<file path="src/rtl/id_ex_stage.sv">
// ID/EX pipeline register for the 5-stage MIPS core.
// Captures the decoded control word, operands, immediate, PC and register
// specifiers. Detects load-use hazards, inserts bubbles, freezes on
// downstream hold and squashes on an EX redirect.
// Optional: define ID_EX_PERF_CNT_EN to add bubble/flush perf counters.
module id_ex_stage #(
  parameter int DW = 32,
  parameter int RW = 5,
  parameter int CW = 10
) (
  input  logic          clk,
  input  logic          reset,
  input  logic [CW-1:0] id_ctrl,
  input  logic [DW-1:0] id_pc,
  input  logic [DW-1:0] id_rs_data,
  input  logic [DW-1:0] id_rt_data,
  input  logic [DW-1:0] id_imm,
  input  logic [RW-1:0] id_rs,
  input  logic [RW-1:0] id_rt,
  input  logic [RW-1:0] id_rd,
  input  logic          ex_redirect,
  input  logic          mem_hold,
  output logic [CW-1:0] ex_ctrl,
  output logic [DW-1:0] ex_pc,
  output logic [DW-1:0] ex_rs_data,
  output logic [DW-1:0] ex_rt_data,
  output logic [DW-1:0] ex_imm,
  output logic [RW-1:0] ex_rs,
  output logic [RW-1:0] ex_rt,
  output logic [RW-1:0] ex_dst,
  output logic          ex_valid,
  output logic          stall_id,
  output logic [1:0]    bubble_cnt
`ifdef ID_EX_PERF_CNT_EN
  ,
  output logic [15:0]   perf_bubbles,
  output logic [15:0]   perf_flushes
`endif
);

  typedef enum logic {
    ST_RUN,
    ST_BUBBLE
  } state_e;

  state_e        state_q, state_d;
  logic [CW-1:0] ctrl_q;
  logic [DW-1:0] pc_q, rs_data_q, rt_data_q, imm_q;
  logic [RW-1:0] rs_q, rt_q, dst_q;
  logic          valid_q;
  logic [1:0]    bubble_cnt_q, bubble_cnt_d;

  logic          lu_haz;
  logic          do_flush, do_hold, do_bubble, do_capture;
  logic [RW-1:0] id_dst;

  // Load-use hazard: a load in EX writing a register ID is about to read.
  always_comb begin
    lu_haz = valid_q & ctrl_q[9] & (dst_q != '0) &
             ((dst_q == id_rs) | (dst_q == id_rt));
  end

  // Edge action select: redirect > hold > load-use bubble > capture.
  always_comb begin
    do_flush   = ex_redirect;
    do_hold    = ~ex_redirect & mem_hold;
    do_bubble  = ~ex_redirect & ~mem_hold & lu_haz;
    do_capture = ~ex_redirect & ~mem_hold & ~lu_haz;
    id_dst     = id_ctrl[1] ? id_rd : id_rt;
    stall_id   = (lu_haz | mem_hold) & ~ex_redirect & ~reset;
  end

  // Next state and bubble counter.
  always_comb begin
    state_d      = state_q;
    bubble_cnt_d = bubble_cnt_q;
    if (do_flush) begin
      state_d      = ST_RUN;
      bubble_cnt_d = '0;
    end else if (do_bubble) begin
      state_d      = ST_BUBBLE;
      bubble_cnt_d = (bubble_cnt_q == 2'd3) ? 2'd3 : bubble_cnt_q + 2'd1;
    end else if (do_capture) begin
      state_d      = ST_RUN;
      bubble_cnt_d = '0;
    end
  end

  // Pipeline register and FSM state; a bubble or squash zeroes every field.
  always_ff @(posedge clk) begin
    if (reset) begin
      state_q      <= ST_RUN;
      ctrl_q       <= '0;
      pc_q         <= '0;
      rs_data_q    <= '0;
      rt_data_q    <= '0;
      imm_q        <= '0;
      rs_q         <= '0;
      rt_q         <= '0;
      dst_q        <= '0;
      valid_q      <= 1'b0;
      bubble_cnt_q <= '0;
    end else if (!do_hold) begin
      state_q      <= state_d;
      bubble_cnt_q <= bubble_cnt_d;
      if (do_capture) begin
        ctrl_q    <= id_ctrl;
        pc_q      <= id_pc;
        rs_data_q <= id_rs_data;
        rt_data_q <= id_rt_data;
        imm_q     <= id_imm;
        rs_q      <= id_rs;
        rt_q      <= id_rt;
        dst_q     <= id_dst;
        valid_q   <= 1'b1;
      end else begin
        ctrl_q    <= '0;
        pc_q      <= '0;
        rs_data_q <= '0;
        rt_data_q <= '0;
        imm_q     <= '0;
        rs_q      <= '0;
        rt_q      <= '0;
        dst_q     <= '0;
        valid_q   <= 1'b0;
      end
    end
  end

  assign ex_ctrl    = ctrl_q;
  assign ex_pc      = pc_q;
  assign ex_rs_data = rs_data_q;
  assign ex_rt_data = rt_data_q;
  assign ex_imm     = imm_q;
  assign ex_rs      = rs_q;
  assign ex_rt      = rt_q;
  assign ex_dst     = dst_q;
  assign ex_valid   = valid_q;
  assign bubble_cnt = bubble_cnt_q;

`ifdef ID_EX_PERF_CNT_EN
  logic [15:0] perf_bubbles_q, perf_flushes_q;

  // Saturating counters of load-use bubbles and useful-work squashes.
  always_ff @(posedge clk) begin
    if (reset) begin
      perf_bubbles_q <= '0;
      perf_flushes_q <= '0;
    end else begin
      if (do_bubble && perf_bubbles_q != '1)
        perf_bubbles_q <= perf_bubbles_q + 16'd1;
      if (do_flush && (valid_q || id_ctrl != '0) && perf_flushes_q != '1)
        perf_flushes_q <= perf_flushes_q + 16'd1;
    end
  end

  assign perf_bubbles = perf_bubbles_q;
  assign perf_flushes = perf_flushes_q;
`endif

endmodule

</file>
<file path="config.mk">
export PLATFORM = sky130hd
export DESIGN_NAME = id_ex_stage
export DESIGN_NICKNAME = d
export VERILOG_FILES = /design/src/rtl/id_ex_stage.sv
export SDC_FILE = /design/constraint.sdc
export NUM_CORES = 1
export LEC_CHECK = 0
export CAP_MARGIN = 20
export CELL_PAD_IN_SITES_DETAIL_PLACEMENT = 1
export CELL_PAD_IN_SITES_GLOBAL_PLACEMENT = 1
export CORE_MARGIN = 2
export CORE_UTILIZATION = 32
export CTS_BUF_LIST = sky130_fd_sc_hd__clkbuf_16
export DETAILED_ROUTE_END_ITERATION = 8
export PLACE_DENSITY_LB_ADDON = 0.1
export SLEW_MARGIN = 5
export SYNTH_ARGS = -nofsm -noshare
export SYNTH_HDL_FRONTEND = slang
export SYNTH_SLANG_ARGS = --single-unit
export TNS_END_PERCENT = 1
</file>
<file path="constraint.sdc">
create_clock -name clk -period 4.41 [get_ports clk]
set_input_delay 0.882 -clock clk [delete_from_list [all_inputs] [get_ports clk]]
set_output_delay 0.882 -clock clk [all_outputs]
set_load 0.03 [all_outputs]
</file>
==> summary.txt, run 1 <==
Critical path
  • Slowest CP cell: or4_1
  • Bufs and invs on worst path: 1
  • Worst Setup Start Kind: flip-flop
  • Worst reg2reg setup slack: 1550 ps
  • Largest delay share family, worst path: compound AO/OA/AOI/OAI gates
  • Crit path to: stall_id
  • Worst R2R Start: ex_dst[1]
  • FF-to-FF path depth: 5
  • Critical path type: reg2out
  • Crit path max fanout: 65
  • CP Depth: 4
  • Critical Path RT: between 3000 and 4000 ps
  • Reg-to-reg endpoint: bubble_cnt[1]
  • Critical Path AT: 2400 ps
  • Crit path launch: ex_dst[1]
  • Crit end category: primary output
  • Worst path cell trace: or4_1 -> o211a_4 -> a31o_1 -> buf_4
  • Worst path max stage delay: 590 ps

Power
  • Pwr Density: 367 nW/um^2
  • Leak Pwr: 0.00402 uW
  • Final Power: 3850 uW
  • VDD IR max: 245 uV

GRT
  • Gr usage total: 0.216
  • GRT Residual Overflow: 0
  • Vias in the first global route: between 6000 and 7000
  • First-pass GRT wire length: 38.3 mm
  • Largest net degree at the start of global routing: 157
  • Initial antenna violation count: 1

Synth
  • Seq/Total Area, Yosys: 0.465
  • Leading area contributor after synthesis: dfxtp_1
  • Mapped Avg Cell Area: 9.12 um^2
  • Post-Synth XOR/XNOR Area: 0.0130
  • Syn. warnings: 0
  • Main combinational cell family by area after synthesis: compound AO/OA/AOI/OAI gates
  • Yosys reg bits: about 160
  • Post-Synth Simple-Gate Area: 0.126
  • Synth unique cells: 29
  • Synth Instances: 736
  • Post-Synth Adder-Cell Area: 0
  • Synth Area in Compound Gates: 0.326
  • Synth Net Count: roughly 900
  • Top post-synthesis cells by area: dfxtp_1 (47%), a2bb2oi_1 (19%), nand3_1 (10%)
  • Synth top area share: 0.465
  • Post-Synthesis Cell Area: roughly 6700 um^2
  • Mux share of post-synthesis cell area: 0.00839

STA
  • Final hold vios: 0
  • Worst Tran Pin Value: 996 ps
  • Final Critical Period: 3280 ps
  • RSZ-0062 raised after global routing: false
  • Slew margin rel.: 0.336
  • Min setup slack post-route: between 1000 and 1500 ps
  • Slew Limit Fails: 0
  • TNS Setup: 0 ps
  • Period utilization: 0.743
  • Upper clock frequency limit: around 300 MHz
  • Setup Skew: 11.5 ps
  • Final setup violation count: 0
  • Worst hold slack: 468 ps

Floorplanning
  • Die area: 22200 um^2
  • Starting Density: 0.329
  • Core footprint: 20400 um^2
  • Die width: 149 um
  • I/O pin cnt: between 300 and 400
  • # rows: 52
  • Height of the chip: 149 um

CTS
  • Resize count post-CTS: 0
  • CTS clock-pin slew for the worst setup and hold paths: 60 ps
  • Clock buffer depth: 2
  • Post-CTS setup buffer count: 0
  • Total CTS buffers: 17
  • CTS Sinks: 156
  • Clock Latency Late Sink: between 400 and 500 ps
  • H-tree levels: 4
  • CTS tree: yes
  • # hold bufs at CTS: 0
  • Clk root buf: clkbuf_16

Cells and area
  • Fillers: ~2300
  • Register area: 3120 um^2
  • Multi-input logic area: between 3000 and 4000 um^2
  • Fin util: 0.515
  • Ratio of cells with drive above 1 in the final layout: 0.0459
  • Synth-to-layout area growth: 56.6%
  • Most frequent cells in the layout: clkdlybuf4s50_1 (312), dfxtp_1 (156), a2bb2oi_1 (148)
  • Most common cell after layout, fill and taps aside: clkdlybuf4s50_1
  • Final #Nets: 1148

Routing
  • Post-DR vias/cell: 5.37
  • DRC: 0
  • DRT antenna net count: 0
  • Wire length per cell: 19.3 um
  • Total number of vias: 6842
  • 1st-pass router iterations: 4
  • Initial DRC Count: between 300 and 400
  • WL final: roughly 25 mm

Placement
  • DP Wirelength: between 15 and 20 mm
  • Gp weighted congestion: approximately 0.75
  • IO Port Bufs: 313
  • Setup WS pre-CTS: 1190 ps

Run status
  • Status: complete, no violations

Flow run
  • Max Cap Violations: 0

Min path
  • Hold Crit Class: reg2reg
==> worst reg2reg max path, stage by stage (launching register included) <==
cell and delay (ps):
dfxtp_1 480, or4_1 220, o211a_4 680, buf_4 880, o221ai_1 280, o21ba_1 270
==> flip-flops by register name, indices dropped and copies added (netlist names), 2 cells and up <==
name	flops
ex_imm	32
ex_pc	32
ex_rs_data	32
ex_rt_data	32
ex_ctrl	10
ex_dst	5
ex_rs	5
ex_rt	5
bubble_cnt	2
==> where the power goes <==
group / switching, uW / internal [uW]
clock: 599 / 936
combinational: 412 / 353
sequential: 52.7 / 1500
==> worst min-delay path by stage <==
stage,start,endpoint,slack (ps),cells after the start
global placement,ex_rs[1],ex_rs[1],440,2
floorplan,ex_rs_data[21],ex_rs_data[21],650,2
global route,ex_imm[3],ex_imm[3],500,2
finish,ex_pc[22],ex_pc[22],470,2
detailed placement,ex_pc[28],ex_pc[28],460,2
CTS,ex_pc[22],ex_pc[22],470,2
==> kinds of logic (layout without fill, tap and decap cells) <==
logic type | count (synthesis) | count (layout)
AOI/OAI and AO/OA | 316 | 316
other | 0 | 2
muxes | 5 | 5
DFF | 156 | 156
buffers and inverters | 86 | 352
and+or+nand+nor | 163 | 163
xor gates and xnor gates | 10 | 10
==> layout make-up <==
type | count | area share
Multi-Input combinational cell | 494 | 0.306
Clock inverter | 13 | 0.0168
Clock buffer | 17 | 0.0405
Tap cell | 270 | 0.0321
Timing Repair Buffer | 320 | 0.306
Inverter | 2 | 0.000952
Antenna cell | 2 | 0.000476
Sequential cell | 156 | 0.297
==> synth_stat cells <==
library cell  number
dfxtp_1          156
a2bb2oi_1        148
nand3_1          135
o21ai_1           88
o21ai_0           66
clkbuf_1          65
nand3b_1          15
buf_6             11
xnor2_1           10
buf_2              7
nand2_1            7
a32oi_1            5
mux2_2             5
nor2_1             3
a2111oi_0          1
a31o_1             1
a31oi_1            1
a32o_1             1
buf_1              1
inv_1              1
inv_2              1
nor2b_1            1
o211a_1            1
o211ai_1           1
o21ba_1            1
o221ai_1           1
o22ai_1            1
or2_2              1
or4_1              1
==> metal layers <==
layer | up-vias | track usage | wire, um
met5 | - | 0 | 0
met4 | 0 | 0.0748 | 578
met2 | 205 | 0.350 | 11500
met3 | 33 | 0.0728 | 1800
met1 | 3306 | 0.269 | 10800
li1 | 3298 | - | -
==> through the flow <==
stage / std cells / area (um^2)
4_1_cts: 1272 / 10500
3_5_place_dp: 1242 / 9900
5_1_grt: 1273 / 10500
6_report: 1274 / 10500
3_3_place_gp: 1242 / 9900
2_1_floorplan: 736 / 6710
(Power assumes the default switching activity.)
==> inputs of run 2 (changes only) <==
--- a/config.mk
+++ b/config.mk
@@ -9,7 +9,7 @@
 export CELL_PAD_IN_SITES_DETAIL_PLACEMENT = 1
 export CELL_PAD_IN_SITES_GLOBAL_PLACEMENT = 1
 export CORE_MARGIN = 2
-export CORE_UTILIZATION = 32
+export CORE_UTILIZATION = 30
 export CTS_BUF_LIST = sky130_fd_sc_hd__clkbuf_16
 export DETAILED_ROUTE_END_ITERATION = 8
 export PLACE_DENSITY_LB_ADDON = 0.1
==> constraint.sdc (replaced) <==
create_clock -name clk -period 3.4 [get_ports clk]
set_input_delay 0.68 -clock clk [delete_from_list [all_inputs] [get_ports clk]]
set_output_delay 0.68 -clock clk [all_outputs]
set_load 0.03 [all_outputs]
==> summary.txt, run 2 (synthesized netlist as in run 1, its figures left out) <==
Run status
  • Status: complete, no violations

Placement
  • Gp weighted congestion: 0.765
  • IO Port Bufs: approximately 310
  • Setup WS pre-CTS: 642 ps
  • Inst Count DP: 1251
  • DP Wirelength: 14.7 mm

Routing
  • WL final: 24.4 mm
  • 1st-pass router iterations: 4
  • Post-DR vias/cell: 5.34
  • Total number of vias: 6854
  • DRT antenna net count: 0
  • Wire length per cell: 19.0 um
  • Initial DRC Count: about 320
  • DRC: 0

Cells and area
  • Ratio of cells with drive above 1 in the final layout: 0.0469
  • Non-Filler Instances: 1283
  • Most common cell after layout, fill and taps aside: clkdlybuf4s50_1
  • Synth-to-layout area growth: 57.2%
  • # diodes: 0
  • Most frequent cells in the layout: clkdlybuf4s50_1 (312), dfxtp_1 (156), a2bb2oi_1 (148)
  • Fillers: 2486
  • Multi-input logic area: 3210 um^2
  • Register area: about 3100 um^2
  • Final #Nets: 1147

CTS
  • Total CTS buffers: 17
  • Post-CTS setup buffer count: 0
  • Clock Latency Late Sink: 420 ps
  • CTS tree: yes
  • CTS Sinks: 156
  • Clk root buf: clkbuf_16
  • # hold bufs at CTS: 0
  • CTS clock-pin slew for the worst setup and hold paths: 60 ps
  • H-tree levels: 4
  • Resize count post-CTS: 0
  • Clock buffer depth: 2

STA
  • Setup Skew: 11.3 ps
  • TNS Setup: 0 ps
  • Slew margin rel.: 0.405
  • Worst hold slack: 463 ps
  • Final hold vios: 0
  • Final setup violation count: 0
  • Period utilization: 0.812
  • RSZ-0062 raised after global routing: false
  • Worst Tran Pin Value: 893 ps
  • Slew Limit Fails: 0
  • Upper clock frequency limit: approximately 360 MHz
  • Min setup slack post-route: 641 ps
  • Final Critical Period: 2760 ps

Critical path
  • Critical path type: in2out
  • Crit end category: primary output
  • Worst path cell trace: clkdlybuf4s50_1 -> xnor2_1 -> nand3_1 -> o22ai_4 -> a31o_1 -> buf_4
  • Crit path max fanout: 2
  • Critical Path AT: 2080 ps
  • Slowest CP cell: clkdlybuf4s50_1
  • Worst path max stage delay: 530 ps
  • Worst reg2reg setup slack: between 1000 and 1500 ps
  • Worst Setup Start Kind: primary input
  • Critical Path RT: 2720 ps

Power
  • Pwr Density: 477 nW/um^2
  • Leak Pwr: 0.00404 uW
  • Final Power: 5040 uW
  • VDD IR max: 289 uV

GRT
  • Largest net degree at the start of global routing: between 150 and 200
  • Initial antenna violation count: 0
  • GRT Residual Overflow: 0
  • First-pass GRT wire length: approximately 39 mm
  • Vias in the first global route: 6966
  • Gr usage total: 0.201

Floorplanning
  • Die area: 23600 um^2
  • Die width: 154 um
  • I/O pin cnt: roughly 310
  • # rows: 54
  • Height of the chip: 154 um
  • Starting Density: 0.307
  • Core footprint: around 22000 um^2

Min path
  • Hold Crit Class: reg2reg

Flow run
  • Max Cap Violations: 0
run 2: changes by cell type in the layout (fill, tap and decap cells not counted), sizes merged:
cell,delta
clkinvlp,-1
diode,-2
clkinv,-3
inv,+6
buf,-1
run 2: area by class of cell:
| cell class | instances | share of cell area |
|---|---|---|
| inverter | 2 | 0.000948 |
| tap | 280 | 0.0332 |
| multi-input combinational | 494 | 0.304 |
| sequential | 156 | 0.296 |
| clock inverter | 15 | 0.0185 |
| clock buffer | 17 | 0.0403 |
| timing repair buffer | 319 | 0.307 |
run 2: path summary, 6_finish.rpt:
check                           cells past startpoint  startpoint            end
worst min register to register                      2   ex_imm[2]      ex_imm[2]
worst min-delay path                                2   ex_imm[2]      ex_imm[2]
worst max-delay path                                6    id_rs[1]       stall_id
worst max register to register                      5   ex_dst[0]  bubble_cnt[1]
run 2: metal layers:
layer  routed length (um)  track usage  vias to the layer above
li1                     -            -                     3311
met1                10800        0.254                     3335
met2                11400        0.327                      188
met3                 1820       0.0693                       20
met4                  368       0.0564                        0
met5                    0            0                        -
run 2: where the power goes:
group | total (uW) | switching [uW] | leakage, uW | internal, uW
clock network | 2040 | 804 | 0.000305 | 1230
logic | 993 | 534 | 0.00246 | 459
registers | 2010 | 65.7 | 0.00128 | 1950
run 2: through the flow:
| stage | util | instance area, um^2 |
|---|---|---|
| finish | 0.482 | 10600 |
| global placement | 0.454 | 9930 |
| global route | 0.482 | 10600 |
| CTS | 0.482 | 10600 |
| floorplan | - | 6710 |
| detailed placement | 0.454 | 9930 |
run 2: critical path: cells and delay by family:
kind / cells / cell delay, ps
AO/OA/AOI/OAI: 2 / 410
XOR/XNOR: 1 / 150
buffers and inverters: 2 / 690
AND/OR/NAND/NOR: 1 / 140
